==> src/rtl/hazard_sched_if.sv <==
// Hazard sequencer bundle.
//   Hazard inputs (rs/rd fields, memread, redirect, dmem handshake, halt/resume)
//   are driven by the master side. Pipeline controls, status and performance
//   counters are driven by the slave side (hazard_sched).
interface hazard_sched_if #(parameter int CNT_W = 32);
  logic [4:0]       if_id_rs1, if_id_rs2, id_ex_rd;
  logic             id_ex_memread, ex_redirect, dmem_req, dmem_ack, halt_req, resume;
  logic             pc_en, pc_sel, if_id_en, id_ex_en, ex_mem_en, mem_wb_en;
  logic             if_id_flush, id_ex_flush, mem_wb_flush, halted, mem_err;
  logic [CNT_W-1:0] stall_cnt, flush_cnt;

  modport master (
    output if_id_rs1, if_id_rs2, id_ex_rd, id_ex_memread, ex_redirect,
           dmem_req, dmem_ack, halt_req, resume,
    input  pc_en, pc_sel, if_id_en, id_ex_en, ex_mem_en, mem_wb_en,
           if_id_flush, id_ex_flush, mem_wb_flush, halted, mem_err,
           stall_cnt, flush_cnt
  );
  modport slave (
    input  if_id_rs1, if_id_rs2, id_ex_rd, id_ex_memread, ex_redirect,
           dmem_req, dmem_ack, halt_req, resume,
    output pc_en, pc_sel, if_id_en, id_ex_en, ex_mem_en, mem_wb_en,
           if_id_flush, id_ex_flush, mem_wb_flush, halted, mem_err,
           stall_cnt, flush_cnt
  );
endinterface

==> src/rtl/hazard_sched.sv <==
// Central stall/flush sequencer for the 5-stage pipeline.
//   clk, reset_n : clock, asynchronous active-low reset
//   bus (slave)  : hazard inputs in; PC / pipeline-register enables and
//                  flushes, halted, sticky mem_err and saturating
//                  stall/flush counters out.
// Control outputs are combinational from state and inputs; FSM, wait/LU
// counters, mem_err and perf counters are registered.
module hazard_sched #(
  parameter int LU_STALL    = 1,
  parameter int MEM_TIMEOUT = 15,
  parameter int CNT_W       = 32
) (
  input  logic            clk,
  input  logic            reset_n,
  hazard_sched_if.slave   bus
);
  typedef enum logic [1:0] {RUN, LU_WAIT, MEM_WAIT, HALT} state_t;
  localparam int WC_W = $clog2(MEM_TIMEOUT + 1);

  state_t           state_q, state_d;
  logic [WC_W-1:0]  wait_cnt_q, wait_cnt_d;
  logic [1:0]       lu_cnt_q, lu_cnt_d;
  logic             mem_err_q, mem_err_d;
  logic [CNT_W-1:0] stall_cnt_q, stall_cnt_d, flush_cnt_q, flush_cnt_d;

  logic lu_hit, freeze, rdr_taken;
  logic pc_en, pc_sel, if_id_en, id_ex_en, ex_mem_en, mem_wb_en;
  logic if_id_flush, id_ex_flush, mem_wb_flush, halted;

  assign lu_hit = bus.id_ex_memread && (bus.id_ex_rd != 5'd0) &&
                  ((bus.id_ex_rd == bus.if_id_rs1) || (bus.id_ex_rd == bus.if_id_rs2));
  // Outstanding data access without completion freezes everything up to EX/MEM.
  assign freeze = bus.dmem_req && !bus.dmem_ack && (state_q != HALT);

  always_comb begin
    state_d      = state_q;
    wait_cnt_d   = wait_cnt_q;
    lu_cnt_d     = lu_cnt_q;
    mem_err_d    = mem_err_q;
    rdr_taken    = 1'b0;
    pc_en        = 1'b1;
    pc_sel       = 1'b0;
    if_id_en     = 1'b1;
    id_ex_en     = 1'b1;
    ex_mem_en    = 1'b1;
    mem_wb_en    = 1'b1;
    if_id_flush  = 1'b0;
    id_ex_flush  = 1'b0;
    mem_wb_flush = 1'b0;
    halted       = 1'b0;

    if (state_q == HALT) begin
      {pc_en, if_id_en, id_ex_en, ex_mem_en, mem_wb_en} = 5'b0;
      halted     = 1'b1;
      wait_cnt_d = '0;
      if (bus.resume) state_d = RUN;
    end else if (freeze) begin
      {pc_en, if_id_en, id_ex_en, ex_mem_en} = 4'b0;
      mem_wb_flush = 1'b1;
      wait_cnt_d   = wait_cnt_q + 1'b1;
      // LU_WAIT keeps its state so the remaining bubble count survives the freeze.
      if (state_q != LU_WAIT) state_d = MEM_WAIT;
      if (wait_cnt_q == WC_W'(MEM_TIMEOUT - 1)) begin
        state_d   = HALT;
        mem_err_d = 1'b1;
      end
    end else if (state_q == LU_WAIT) begin
      pc_en       = 1'b0;
      if_id_en    = 1'b0;
      id_ex_flush = 1'b1;
      wait_cnt_d  = '0;
      lu_cnt_d    = lu_cnt_q - 2'd1;
      if (lu_cnt_q == 2'd1) state_d = RUN;
    end else begin
      // RUN, or MEM_WAIT on its ack cycle: behaves as RUN.
      state_d    = RUN;
      wait_cnt_d = '0;
      if (bus.halt_req) begin
        state_d = HALT;
      end else if (bus.ex_redirect) begin
        pc_sel      = 1'b1;
        if_id_flush = 1'b1;
        id_ex_flush = 1'b1;
        rdr_taken   = 1'b1;
      end else if (lu_hit) begin
        pc_en       = 1'b0;
        if_id_en    = 1'b0;
        id_ex_flush = 1'b1;
        if (LU_STALL > 1) begin
          state_d  = LU_WAIT;
          lu_cnt_d = 2'(LU_STALL - 1);
        end
      end
    end

    stall_cnt_d = stall_cnt_q;
    if (!pc_en && (state_q != HALT) && !(&stall_cnt_q)) stall_cnt_d = stall_cnt_q + 1'b1;
    flush_cnt_d = flush_cnt_q;
    if (rdr_taken && !(&flush_cnt_q)) flush_cnt_d = flush_cnt_q + 1'b1;
  end

  always_ff @(posedge clk or negedge reset_n) begin
    if (!reset_n) begin
      state_q     <= RUN;
      wait_cnt_q  <= '0;
      lu_cnt_q    <= '0;
      mem_err_q   <= 1'b0;
      stall_cnt_q <= '0;
      flush_cnt_q <= '0;
    end else begin
      state_q     <= state_d;
      wait_cnt_q  <= wait_cnt_d;
      lu_cnt_q    <= lu_cnt_d;
      mem_err_q   <= mem_err_d;
      stall_cnt_q <= stall_cnt_d;
      flush_cnt_q <= flush_cnt_d;
    end
  end

  // Reset forces every control low regardless of state/inputs.
  assign bus.pc_en        = reset_n & pc_en;
  assign bus.pc_sel       = reset_n & pc_sel;
  assign bus.if_id_en     = reset_n & if_id_en;
  assign bus.id_ex_en     = reset_n & id_ex_en;
  assign bus.ex_mem_en    = reset_n & ex_mem_en;
  assign bus.mem_wb_en    = reset_n & mem_wb_en;
  assign bus.if_id_flush  = reset_n & if_id_flush;
  assign bus.id_ex_flush  = reset_n & id_ex_flush;
  assign bus.mem_wb_flush = reset_n & mem_wb_flush;
  assign bus.halted       = reset_n & halted;
  assign bus.mem_err      = mem_err_q;
  assign bus.stall_cnt    = stall_cnt_q;
  assign bus.flush_cnt    = flush_cnt_q;
endmodule

==> src/flat_wrapper.sv <==
// flat-port wrapper written by rule: the top's interface ports become plain ports
module hazard_sched_flat 
#(
  parameter int LU_STALL    = 1,
  parameter int MEM_TIMEOUT = 15,
  parameter int CNT_W       = 32
)
  (clk, reset_n, bus_if_id_rs1, bus_if_id_rs2, bus_id_ex_rd, bus_id_ex_memread, bus_ex_redirect, bus_dmem_req, bus_dmem_ack, bus_halt_req, bus_resume, bus_pc_en, bus_pc_sel, bus_if_id_en, bus_id_ex_en, bus_ex_mem_en, bus_mem_wb_en, bus_if_id_flush, bus_id_ex_flush, bus_mem_wb_flush, bus_halted, bus_mem_err, bus_stall_cnt, bus_flush_cnt);
  hazard_sched_if #(.CNT_W(CNT_W)) bus_i ();
  input  logic clk;
  input  logic reset_n;
  input wire logic [$bits(bus_i.if_id_rs1)-1:0] bus_if_id_rs1;
  input wire logic [$bits(bus_i.if_id_rs2)-1:0] bus_if_id_rs2;
  input wire logic [$bits(bus_i.id_ex_rd)-1:0] bus_id_ex_rd;
  input wire logic [$bits(bus_i.id_ex_memread)-1:0] bus_id_ex_memread;
  input wire logic [$bits(bus_i.ex_redirect)-1:0] bus_ex_redirect;
  input wire logic [$bits(bus_i.dmem_req)-1:0] bus_dmem_req;
  input wire logic [$bits(bus_i.dmem_ack)-1:0] bus_dmem_ack;
  input wire logic [$bits(bus_i.halt_req)-1:0] bus_halt_req;
  input wire logic [$bits(bus_i.resume)-1:0] bus_resume;
  output wire logic [$bits(bus_i.pc_en)-1:0] bus_pc_en;
  output wire logic [$bits(bus_i.pc_sel)-1:0] bus_pc_sel;
  output wire logic [$bits(bus_i.if_id_en)-1:0] bus_if_id_en;
  output wire logic [$bits(bus_i.id_ex_en)-1:0] bus_id_ex_en;
  output wire logic [$bits(bus_i.ex_mem_en)-1:0] bus_ex_mem_en;
  output wire logic [$bits(bus_i.mem_wb_en)-1:0] bus_mem_wb_en;
  output wire logic [$bits(bus_i.if_id_flush)-1:0] bus_if_id_flush;
  output wire logic [$bits(bus_i.id_ex_flush)-1:0] bus_id_ex_flush;
  output wire logic [$bits(bus_i.mem_wb_flush)-1:0] bus_mem_wb_flush;
  output wire logic [$bits(bus_i.halted)-1:0] bus_halted;
  output wire logic [$bits(bus_i.mem_err)-1:0] bus_mem_err;
  output wire logic [$bits(bus_i.stall_cnt)-1:0] bus_stall_cnt;
  output wire logic [$bits(bus_i.flush_cnt)-1:0] bus_flush_cnt;
  assign bus_i.if_id_rs1 = bus_if_id_rs1;
  assign bus_i.if_id_rs2 = bus_if_id_rs2;
  assign bus_i.id_ex_rd = bus_id_ex_rd;
  assign bus_i.id_ex_memread = bus_id_ex_memread;
  assign bus_i.ex_redirect = bus_ex_redirect;
  assign bus_i.dmem_req = bus_dmem_req;
  assign bus_i.dmem_ack = bus_dmem_ack;
  assign bus_i.halt_req = bus_halt_req;
  assign bus_i.resume = bus_resume;
  assign bus_pc_en = bus_i.pc_en;
  assign bus_pc_sel = bus_i.pc_sel;
  assign bus_if_id_en = bus_i.if_id_en;
  assign bus_id_ex_en = bus_i.id_ex_en;
  assign bus_ex_mem_en = bus_i.ex_mem_en;
  assign bus_mem_wb_en = bus_i.mem_wb_en;
  assign bus_if_id_flush = bus_i.if_id_flush;
  assign bus_id_ex_flush = bus_i.id_ex_flush;
  assign bus_mem_wb_flush = bus_i.mem_wb_flush;
  assign bus_halted = bus_i.halted;
  assign bus_mem_err = bus_i.mem_err;
  assign bus_stall_cnt = bus_i.stall_cnt;
  assign bus_flush_cnt = bus_i.flush_cnt;
  hazard_sched #(.LU_STALL(LU_STALL), .MEM_TIMEOUT(MEM_TIMEOUT), .CNT_W(CNT_W)) u_core (.clk(clk), .reset_n(reset_n), .bus(bus_i));
endmodule
==> config.mk <==
export PLATFORM = sky130hd
export DESIGN_NAME = hazard_sched_flat
export DESIGN_NICKNAME = d
export VERILOG_FILES = /design/src/rtl/hazard_sched_if.sv /design/src/rtl/hazard_sched.sv /design/src/flat_wrapper.sv
export SDC_FILE = /design/constraint.sdc
export NUM_CORES = 1
export LEC_CHECK = 0
export ABC_AREA = 0
export BUFFER_PORTS_ARGS = -buffer_cell sky130_fd_sc_hd__buf_2
export CAP_MARGIN = 30
export CORE_UTILIZATION = 45
export DETAILED_ROUTE_END_ITERATION = 7
export PLACE_DENSITY = 0.7
export SKIP_LAST_GASP = 1
export SLEW_MARGIN = 20
export SYNTH_ARGS = -nofsm -noshare
export SYNTH_HDL_FRONTEND = slang
export SYNTH_SLANG_ARGS = --single-unit
==> constraint.sdc <==
create_clock -name clk -period 4.4 [get_ports clk]
set_input_delay 0.88 -clock clk [delete_from_list [all_inputs] [get_ports clk]]
set_output_delay 0.88 -clock clk [all_outputs]
set_load 0.1 [all_outputs]
== Word-level counts from Yosys, hierarchy flattened ==
Cells that the tools add are included.
Operators by class
  add/sub/neg operators: 4
  equal/unequal tests: 11
  muxes and demuxes: 33
  bitwise logic cells: 9
  reductions and logical operators: 18
Operator list (number)
  adder 32 x 1 -> 32 bit (second input constant): 2
  AND reduction 32 bit: 2
  2-to-1 mux 1 bit: 23
  2-to-1 mux 2 bit: 8
  == test 5 bit: 2
  AND reduction 3 bit: 3
  2-to-1 mux 4 bit: 2
  AND 1 bit: 7
  logical AND 1 bit: 7
  nonzero test 5 bit: 1
  adder 4 x 1 -> 4 bit (second input constant): 1
  == test 2 x 1 -> 1 bit (second input constant): 2
  == test 4 bit (second input constant): 1
  zero test 1 bit: 4
  != test 2 bit (second input constant): 2
  != test 4 x 2 -> 1 bit (second input constant): 1
  != test 4 bit (second input constant): 1
  == test 2 bit (second input constant): 1
  != test 2 x 1 -> 1 bit (second input constant): 1
  NOT 1 bit: 2
  subtractor 2 x 1 -> 2 bit (second input constant): 1
  logical OR 1 bit: 1
Word-level totals
  register bits after elaboration: 73
  bits of input ports: 23
  word-level logic and storage cells: 81

== Depth between registers and ports, before layout ==
  word-level depth: 12
  depth in mapped cells: 8

== Worst setup path after synthesis ==
No wires, ideal clock.
  path kind: input to output
  from: in bus_id_ex_rd[0]
  to: out bus_pc_en
  path slack: -0.957 ns
  stages on the path: 5
  buffers on the path: 1
  arrival: 4.477 ns
  cell sequence: or4_1 > o21a_1 > nand3_1 > nor3b_1 > buf_4
On the way
  word-level cells in the longest chain between the ends: 10
RTL lines
  start, declared: RTL line flat_wrapper.sv:14  | input wire logic [$bits(bus_i.id_ex_rd)-1:0] bus_id_ex_rd;
  == test 5 bit or nonzero test 5 bit (tied branches): RTL line hazard_sched.sv:31, hazard_sched.sv:30
  logical OR 1 bit or logical AND 1 bit (tied branches): RTL line hazard_sched.sv:31, hazard_sched.sv:30
  logical AND 1 bit *: RTL line hazard_sched.sv:30  | assign lu_hit = bus.id_ex_memread && (bus.id_ex_rd != 5'd0) &&
  2-to-1 mux 1 bit * (6 in series)
  AND 1 bit *
  end, declared: RTL line flat_wrapper.sv:21  | output wire logic [$bits(bus_i.pc_en)-1:0] bus_pc_en;
Every way passes the cells marked *; elsewhere a longest branch is shown, timed or not.

== Worst setup path after layout ==
  from: in bus_id_ex_rd[0]
  to: out bus_pc_en
On the way
  word-level cells in the longest chain between the ends: 10
RTL lines
  == test 5 bit or nonzero test 5 bit (tied branches): RTL line hazard_sched.sv:31, hazard_sched.sv:30
  logical OR 1 bit or logical AND 1 bit (tied branches): RTL line hazard_sched.sv:31, hazard_sched.sv:30
  logical AND 1 bit *: RTL line hazard_sched.sv:30
  2-to-1 mux 1 bit *: RTL line hazard_sched.sv:85  | end else if (lu_hit) begin
  2-to-1 mux 1 bit *: RTL line hazard_sched.sv:80  | end else if (bus.ex_redirect) begin
  2-to-1 mux 1 bit *: RTL line hazard_sched.sv:78  | if (bus.halt_req) begin
  2-to-1 mux 1 bit *: RTL line hazard_sched.sv:67  | end else if (state_q == LU_WAIT) begin
  2-to-1 mux 1 bit *: RTL line hazard_sched.sv:57  | end else if (freeze) begin
  2-to-1 mux 1 bit *: RTL line hazard_sched.sv:52  | if (state_q == HALT) begin
  AND 1 bit *: RTL line hazard_sched.sv:121  | assign bus.pc_en = reset_n & pc_en;
Marks and branches as above.

==> metrics.txt <==
status=finished, final reports clean; Crit path required time=roughly 3.5 ns; fill count=723; RSZ-0062 raised after global routing=false; setup TNS=0 ns; vias in the first global route=2827; footprint of the multi-input gates=1807 um^2; routed length on met2=3824 um; clock transition at the registers of the reported paths=~0.07 ns; crit path launch type=input pin; routed length on met1=between 3000 and 4000 um; Die Area=around 8600 um^2; total grt overflow=0; pin count of the biggest net entering global routing=between 40 and 50; Die Wd=92.94 um; Slew Viols, Final=0; Tmin final=approximately 3.3 ns; EDFF count, synth=0; antenna cell count=0; PwrDens=approximately 530 nW/um^2; clk sinks=73; area share of fa/ha/maj cells after synthesis=under 10%; drt total wl=around 7700 um; vias=a little under 3k; Synth Cell Area=3721 um^2; core area=7848 um^2; CP most frequent cell=buf_2; Vias/cell=about 5.2; All-Layer GR Usage=18.92%; async set-or-reset flop fraction in the synthesized netlist=100.0%; Post-Syn Instances=360; setup violators final=0; Synth Area in Compound Gates=roughly 3.0%; Pleak=2.159 nW; antenna-violating nets left=0; CTS H-tree lvls=3; Worst Setup End Kind=output pin; Max Used Layer=met4; # IOs=98; largest family of logic cells by synthesized area=simple AND/OR/NAND/NOR gates; Initial Util=roughly 47%; metal3 WL=228 um; final worst-path cycle share=74.84%; Layout Nets=~500; RD Place Congestion=0.7753; Max clock buf depth=2; ranking of synthesized cells by area=dfrtp_1 49%, xor2_1 9.9%, xnor2_1 7.8%, nor2_1 3.6%, nand3_1 3.5%; critical path data arrival time=2.41 ns; Yosys top cell by area=dfrtp_1; worst reg2reg setup slack=2.07 ns; mux cell area share after synthesis=0.8742%; ordered list of cells on the worst path=buf_2, or4_1, o21a_1, nand3_1, nor3b_2, buf_2; main flop type after synthesis=dfrtp_1; first-pass GRT wire length=12960 um; crit path max fanout=3; post-synth cell types=46; synthesized flop and latch total=73; Die Y=92.94 um; CTS tree=built; Post-CTS Repair Setup Buffers=0; slowest stage delay, CP=~0.5 ns; Synth Area per Inst=approximately 10 um^2; Rows=32; CTS resizes=0; HP Class=reg -> reg; HP Start=u_core.bus.mem_err; Syn Nets=388; Syn-to-layout area delta=21.72%; clock root cell=clkbuf_8; slowest CP cell=or4_1; reg2reg path depth=6; final hold violation count=0; Cells on Worst Hold Path=1; Simple-Gate Fraction of Synth Area=about a quarter; top post-synthesis cells by count=73 x dfrtp_1, 42 x xor2_1, 36 x nor2_1; post-DR wirelength/cell=between 10 and 15 um; xor/xnor share of the synthesized area=17.65%; clk_lat worst skew=0.33 ns; most common cell in the netlist=dfrtp_1; clock skew=approximately 0.0083 ns; slew margin rel.=a little under half; Worst-Margin Slew=0.8158 ns; flip-flop and latch area=1827 um^2; cts hold-fix bufs=0; CTS Buf Count=9; antenna violations before repair=0; Port Buf Inserts=97; initial DRC count=62; Synth warnings=0; Hold EP=u_core.bus.mem_err; share of layout cells above drive strength 1=roughly 28%; post-placement setup slack=~1.1 ns; worst reg2reg path endpoint=u_core.bus.stall_cnt[1]; top cell type's share of synthesized area=49.09%; DR pass1 iterations=4; MaxCap Viol Count=0; sequential area share after synthesis=49.09%; remaining routing DRC violations=0; Reg2Reg Launch Point=u_core.bus.stall_cnt[0]; FMAX=303.7 MHz; Setup CP Type=in -> out; placed wire-length estimate=5812 um; Peak VDD IR=0.5600 mV; setup ws final=1.107 ns
## routing by layer
layer | global-route usage (%) | vias up
met2 | 31.80 | 66
li1 | - | 1451
met4 | 7.179 | 0
met3 | 3.530 | 6
met5 | 0 | -
met1 | 24.11 | 1457
## registers in the layout (all words and copies together) (netlist names)
name	cells
u_core.bus.flush_cnt	32
u_core.bus.mem_err	1
u_core.bus.stall_cnt	32
u_core.lu_cnt_q	2
u_core.state_q	2
u_core.wait_cnt_q	4
## cell families (layout without fill, tap and decap cells)
family                   Yosys count  after routing
adder cells (fa/ha/maj)            5              5
AO/OA/AOI/OAI                     16             16
multiplexers                       3              3
AND/OR/NAND/NOR                  172            172
flip-flops                        73             73
buffers and inverters             16            122
XOR/XNOR                          75             75
## cells in the final DEF (no fill, tap or decap), drive strengths merged, types with 6 or more instances in the layout
cell type / Yosys / layout
inv: 6 / 6
and3: 7 / 7
nand4: 16 / 16
xnor2: 33 / 33
clkbuf: 0 / 15
nor2: 36 / 36
xor2: 42 / 42
nand3: 26 / 26
dfrtp: 73 / 73
nor4: 7 / 7
nor3: 17 / 17
nand2: 32 / 32
buf: 10 / 99
nor4b: 6 / 6
## power by group
| group | internal (mW) | switching (mW) |
|---|---|---|
| registers | 0.752 | 0.101 |
| clock network | 0.352 | 0.233 |
| logic | 0.187 | 0.767 |
| total | 1.29 | 1.10 |
## worst max-delay path: cells and delay by family
| kind | cells | cell delay (ns) |
|---|---|---|
| AND/OR/NAND/NOR | 3 | 0.76 |
| buffers and inverters | 2 | 0.57 |
| AO/OA/AOI/OAI | 1 | 0.21 |
## metrics by stage
| stage | util (%) | total power, mW | std cells | cell area [um^2] | hold slack [ns] |
|---|---|---|---|---|---|
| 4_1_cts | 57.62 | 2.414 | 567 | 4522 | 0.4765 |
| 5_1_grt | 57.72 | 2.504 | 568 | 4529 | 0.4995 |
| 2_1_floorplan | - | 1.666 | 360 | 3726 | 0.4480 |
| 3_5_place_dp | 54.78 | 1.826 | 551 | 4299 | 0.4585 |
| 6_report | 57.72 | 2.392 | 568 | 4529 | 0.4723 |
| 3_3_place_gp | 54.78 | 1.815 | 551 | 4299 | 0.4558 |
## how the worst max path moves through the flow
stage | end | from | depth (start not counted)
final | bus_pc_en | bus_id_ex_rd[0] | 6
after detailed placement | bus_pc_en | bus_id_ex_rd[0] | 6
after global placement | bus_if_id_en | bus_id_ex_rd[0] | 6
after floorplan | bus_pc_en | bus_id_ex_rd[0] | 5
after global routing | bus_id_ex_flush | bus_id_ex_rd[4] | 8
after CTS | bus_pc_en | bus_id_ex_rd[0] | 6
## final cells by class
| cell class | instances | area share (%) |
|---|---|---|
| clock buffer | 14 | 3.591 |
| clock inverter | 2 | 1.326 |
| inverter | 6 | 0.4972 |
| multi-input combinational | 271 | 39.89 |
| sequential | 73 | 40.33 |
| tap | 102 | 2.818 |
| timing repair buffer | 100 | 11.55 |
Note: power is estimated with default switching activity, not from simulation.
